## config.mk

```make
export PLATFORM = sky130hd
export DESIGN_NAME = serial_adder_16bit
export DESIGN_NICKNAME = d
export VERILOG_FILES = /design/src/rtl/serial_add_pkg.sv /design/src/rtl/full_adder_1bit.sv /design/src/rtl/serial_adder_16bit.sv
export SDC_FILE = /design/constraint.sdc
export NUM_CORES = 1
export LEC_CHECK = 0
export BUFFER_PORTS_ARGS = -buffer_cell sky130_fd_sc_hd__buf_4
export CORE_UTILIZATION = 50
export DETAILED_ROUTE_END_ITERATION = 16
export PLACE_DENSITY_LB_ADDON = 0.08
export SETUP_SLACK_MARGIN = 0.15
export SKIP_CTS_REPAIR_TIMING = 1
export SYNTH_ARGS = -nofsm -noshare
export SYNTH_HDL_FRONTEND = slang
export SYNTH_SLANG_ARGS = --single-unit
```

## constraint.sdc

```tcl
create_clock -name clk -period 1.6 [get_ports clk]
set_clock_uncertainty 0.05 [all_clocks]
set_input_delay 0.16 -clock clk [delete_from_list [all_inputs] [get_ports clk]]
set_output_delay 0.16 -clock clk [all_outputs]
set_load 0.03 [all_outputs]
```

## src/rtl/serial_add_pkg.sv

```systemverilog
// Shared constants and state encoding for the bit-serial adder.
package serial_add_pkg;

  localparam int unsigned WIDTH = 16;
  localparam int unsigned CNT_W = 5;

  typedef enum logic [1:0] {
    S_IDLE,
    S_SHIFT,
    S_DONE
  } state_e;

endpackage

```

## src/rtl/full_adder_1bit.sv

```systemverilog
// Single combinational full-adder cell shared by every bit position of the serial adder.
module full_adder_1bit (
  input  logic a_i,
  input  logic b_i,
  input  logic cin_i,
  output logic s_o,
  output logic cout_o
);

  assign s_o    = a_i ^ b_i ^ cin_i;
  assign cout_o = (a_i & b_i) | (a_i & cin_i) | (b_i & cin_i);

endmodule

```

## src/rtl/serial_adder_16bit.sv

```systemverilog
// Bit-serial 16-bit adder, LSB first, one bit per clock with a start/done handshake.
// Optional subtract support is enabled by defining SERIAL_ADDER_SUB_EN.
module serial_adder_16bit
  import serial_add_pkg::*;
(
  input  logic             clk,
  input  logic             rst_n,
  input  logic             start,
  input  logic [WIDTH-1:0] A,
  input  logic [WIDTH-1:0] B,
  input  logic             sub,
  output logic             busy,
  output logic             done,
  output logic [WIDTH-1:0] sum,
  output logic             overflow,
  output logic             cout
);

  state_e           state_q, state_d;
  logic [WIDTH-1:0] a_q, a_d;
  logic [WIDTH-1:0] b_q, b_d;
  logic [WIDTH-2:0] res_q, res_d;
  logic [WIDTH-1:0] sum_q, sum_d;
  logic [CNT_W-1:0] cnt_q, cnt_d;
  logic             carry_q, carry_d;
  logic             ov_q, ov_d;
  logic             cout_q, cout_d;

  logic [WIDTH-1:0] b_eff;
  logic             cin_init;
  logic             fa_s, fa_c;
  logic             last_bit;

`ifdef SERIAL_ADDER_SUB_EN
  assign b_eff    = sub ? ~B : B;
  assign cin_init = sub;
`else
  logic unused_sub;
  assign unused_sub = sub;
  assign b_eff      = B;
  assign cin_init   = 1'b0;
`endif

  full_adder_1bit u_fa (
    .a_i   (a_q[0]),
    .b_i   (b_q[0]),
    .cin_i (carry_q),
    .s_o   (fa_s),
    .cout_o(fa_c)
  );

  assign last_bit = (cnt_q == CNT_W'(WIDTH - 1));

  always_ff @(posedge clk or negedge rst_n) begin
    if (!rst_n) begin
      state_q <= S_IDLE;
    end else begin
      state_q <= state_d;
    end
  end

  always_comb begin
    state_d = state_q;
    unique case (state_q)
      S_IDLE:  if (start) state_d = S_SHIFT;
      S_SHIFT: if (last_bit) state_d = S_DONE;
      S_DONE:  state_d = S_IDLE;
      default: state_d = S_IDLE;
    endcase
  end

  always_comb begin
    busy = (state_q == S_SHIFT);
    done = (state_q == S_DONE);
  end

  always_comb begin
    a_d     = a_q;
    b_d     = b_q;
    res_d   = res_q;
    sum_d   = sum_q;
    cnt_d   = cnt_q;
    carry_d = carry_q;
    ov_d    = ov_q;
    cout_d  = cout_q;
    if (state_q == S_IDLE && start) begin
      a_d     = A;
      b_d     = b_eff;
      carry_d = cin_init;
      cnt_d   = '0;
    end else if (state_q == S_SHIFT) begin
      a_d     = {1'b0, a_q[WIDTH-1:1]};
      b_d     = {1'b0, b_q[WIDTH-1:1]};
      res_d   = {fa_s, res_q[WIDTH-2:1]};
      carry_d = fa_c;
      cnt_d   = cnt_q + 1'b1;
      if (last_bit) begin
        // Operand LSBs now hold the original sign bits A[15] and Beff[15].
        sum_d  = {fa_s, res_q};
        cout_d = fa_c;
        ov_d   = (a_q[0] == b_q[0]) && (fa_s != a_q[0]);
      end
    end
  end

  always_ff @(posedge clk or negedge rst_n) begin
    if (!rst_n) begin
      a_q     <= '0;
      b_q     <= '0;
      res_q   <= '0;
      sum_q   <= '0;
      cnt_q   <= '0;
      carry_q <= 1'b0;
      ov_q    <= 1'b0;
      cout_q  <= 1'b0;
    end else begin
      a_q     <= a_d;
      b_q     <= b_d;
      res_q   <= res_d;
      sum_q   <= sum_d;
      cnt_q   <= cnt_d;
      carry_q <= carry_d;
      ov_q    <= ov_d;
      cout_q  <= cout_d;
    end
  end

  assign sum      = sum_q;
  assign overflow = ov_q;
  assign cout     = cout_q;

endmodule

```

==> parameters.txt <==
Parameter                              Value

Status
  Status ... finished with violations
  Violations in the final reports ... negative setup slack

Die
  Placeable core area ... 6060 um2
  Die outline width ... 82.1 um
  Initial core utilization ... 0.529
  Height of the chip ... 82.1 um
  Number of top-level pins ... 56
  Die area ... 6740 um2
  Total number of placement rows ... 28

Power
  Worst voltage drop across the vdd grid ... ~1.2 mV
  Leakage power ... 2.01 nW
  Power per unit of standard cell area ... 1830 nW/um2
  Total design power ... ~7.4 mW

Clock tree
  Number of buffers on the longest clock path ... 2
  TritonCTS clock tree ... built
  Clock net sink count ... 73
  Insertion delay of the later-clocked pin in the worst-skew pair ... 0.34 ns
  TritonCTS buffer count ... 9
  Clk pin slew, worst setup/hold paths ... 0.07 ns
  H-tree depth reported by CTS ... 3
  Root Buffer Master ... sky130_fd_sc_hd__clkbuf_8

Synthesis
  Yosys reg bits ... 73
  Post-synthesis async set-or-reset flop share ... 1.00
  Mean area per synthesized cell ... about 11 um2
  Number of enable-type register cells in the synthesized netlist ... 0
  Sequential element share of the synthesized area ... 0.570
  Commonest register cell after synthesis ... sky130_fd_sc_hd__dfrtp_1
  Yosys Warn Count ... 0
  Netlist area before placement ... 3210 um2
  Post-synth net total ... 342
  Count of unique library cells instantiated by Yosys ... 30
  Gate Count Post-Synth ... 302

GRT
  Met1 Usage GRT ... 0.260
  Overall routing resource usage ... 0.211
  Busiest layer in global routing ... met2
  First-pass GRT wire length ... 10.7 mm
  Number of global-route vias before repair ... approximately 2,400
  Pin count of the biggest net entering global routing ... 74
  Met2 GRT Util ... 0.362
  Global Route met3 Usage ... 0.0367
  Overflow after GRT ... 0
  Number of antenna violations at the first check in global routing ... 0

Setup path
  CP startpoint kind ... flop
  Signal arrival time at the worst endpoint ... 1.90 ns
  Stage delay of the slowest cell on the critical path ... between 0.3 and 0.4 ns
  Data required time at the worst endpoint ... 1.78 ns
  Cell family contributing the most delay on the critical path ... flip-flops
  Worst reg-to-reg path cell count ... 6
  Reg2reg setup slack ... -0.13 ns
  Critical path endpoint category ... flop
  Launch instance of the worst register-to-register path ... cnt_q[1]
  Crit Path Category ... flop to flop
  Capture instance of the worst register-to-register path ... sum[9]
  Buf/Inv on CP ... 1
  Sequence of cells on the critical path ... ha_2, and3_4, ha_4, nand3b_1, buf_12, mux2_1
  Cell type of the slowest stage on the worst timing path ... sky130_fd_sc_hd__dfrtp_1
  Critical-path maximum fanout ... 20

Cells and area
  Total area of sequential cells ... 1830 um2
  # diodes ... 0
  Layout filler cell count ... approximately 480
  Final net count ... 406
  Final design utilization ... 0.666
  Multi-input combinational cell area ... 1300 um2
  Share of cells above drive strength 1 ... 0.293
  Non-filler cells in the finished layout ... between 400 and 500
  Growth of design area from synthesis to finish ... 26.0%
  Summed area of non-filler cells in the final layout ... 4040 um2

Drt
  Pre-Repair DR Iteration Count ... 4
  Total number of vias ... around 2,400
  Routed wire length ... 6.38 mm
  DRC viols ... 0
  Number of DRC markers in iteration 0 ... 84
  Antenna Violating Nets Remaining ... 0
  Mean number of vias per cell ... 5.51
  Detail-routed net length per standard cell ... roughly 14 um

STA
  Unrepaired setup endpoints after global routing ... true
  F_max ... between 500 and 600 MHz
  Slew of the pin with the lowest slew margin ... ~0.39 ns
  Min setup slack post-route ... -0.127 ns
  Final worst path period share ... 1.08
  Final setup TNS ... -1.91 ns
  Final hold vios ... 0
  Time the final worst path needs with I/O delays and setup ... 1.73 ns
  Final Setup Violations ... 18
  Hold_ws ... 0.0322 ns
  Relative max-transition margin ... 0.740
  Pins over their slew limit ... 0

Place
  Number of cells in the design after placement ... 425
  Routability-driven placement congestion ratio ... 0.752
  Worst-case setup slack after placement ... -0.148 ns
  Placed standard-cell area ... roughly 3800 um2
  IO Port Bufs ... 54
  HPWL after detailed placement ... about 4 mm

Hold path
  Cell count of the worst hold path ... 2
  Start point of the worst min-delay path ... B[15]
  Hold WC Path Type ... primary input to flop
  Worst hold path endpoint ... b_q[15]

Flow run
  Number of maximum-capacitance constraint violations ... 0
[registers in the layout (all words and copies together), names as in the netlist]
name      cells
a_q          16
b_q          16
sum          16
res_q        15
cnt_q         5
state_q       2
carry_q       1
cout          1
overflow      1
[report_power, final]
group	internal, mW	switching [mW]	total, mW
registers	2.57	0.469	3.04
logic	1.50	1.66	3.16
clock network	0.578	0.611	1.19
total	4.64	2.74	7.38
[metal layers]
| metal | vias to the layer above | wire [um] |
|---|---|---|
| li1 | 1167 | - |
| met5 | - | 0 |
| met4 | 0 | 110 |
| met2 | 60 | 2980 |
| met3 | 10 | 229 |
| met1 | 1205 | 3060 |
[worst max-delay path by stage]
stage	startpoint	end	slack [ns]	depth (start not counted)
3_3_place_gp	cnt_q[1]	sum[8]	-0.1	6
4_1_cts	state_q[0]	busy	-0.20	3
2_1_floorplan	cnt_q[1]	cout	-0.07	6
5_1_grt	cnt_q[1]	sum[9]	-0.19	6
6_report	cnt_q[1]	sum[9]	-0.13	6
3_5_place_dp	cnt_q[1]	sum[8]	-0.15	6
[layout by cell type, fill, tap and decap left out, types with 2 or more instances in the layout]
cell type and count:
sky130_fd_sc_hd__buf_12 3, sky130_fd_sc_hd__a22oi_1 30, sky130_fd_sc_hd__a22o_1 2, sky130_fd_sc_hd__dfrtp_1 72, sky130_fd_sc_hd__o21ai_0 33, sky130_fd_sc_hd__mux2_4 16, sky130_fd_sc_hd__clkbuf_8 10, sky130_fd_sc_hd__buf_4 68
sky130_fd_sc_hd__nor2b_1 11, sky130_fd_sc_hd__a21oi_1 19, sky130_fd_sc_hd__inv_1 5, sky130_fd_sc_hd__clkbuf_1 2, sky130_fd_sc_hd__and2b_1 7, sky130_fd_sc_hd__nand2_1 64
[cell type report]
type                       count  area share
tap                           75      0.0232
inverter                       6      0.0121
clock buffer                  12      0.0359
clock inverter                 1     0.00124
timing repair buffer          75       0.152
multi-input combinational    201       0.323
sequential                    73       0.453
[kinds of logic (layout without fill, tap and decap cells)]
group	after synthesis	in the layout	synth area share
buffers and inverters	28	94	0.0492
XOR/XNOR	1	1	0.00273
AND/OR/NAND/NOR	89	89	0.129
flip-flops	73	73	0.570
multiplexers	17	17	0.0597
adder cells (fa/ha/maj)	4	4	0.0180
AO/OA/AOI/OAI	90	90	0.171
[synth_stat cells (2+ instances only)]
cell / instances / share of area
sky130_fd_sc_hd__buf_4: 7 / 0.016
sky130_fd_sc_hd__dfrtp_1: 73 / 0.57
sky130_fd_sc_hd__a21oi_1: 19 / 0.030
sky130_fd_sc_hd__ha_1: 3 / 0.012
sky130_fd_sc_hd__nor2b_1: 12 / 0.023
sky130_fd_sc_hd__and2b_1: 7 / 0.016
sky130_fd_sc_hd__buf_6: 2 / 0.0070
sky130_fd_sc_hd__a22o_1: 2 / 0.0055
sky130_fd_sc_hd__a22oi_1: 30 / 0.070
sky130_fd_sc_hd__mux2_1: 17 / 0.060
sky130_fd_sc_hd__nand2_1: 64 / 0.075
sky130_fd_sc_hd__inv_1: 5 / 0.0059
sky130_fd_sc_hd__buf_2: 7 / 0.011
sky130_fd_sc_hd__clkbuf_1: 6 / 0.0070
sky130_fd_sc_hd__o21ai_0: 33 / 0.052
Power figures use the tool's default switching activity.
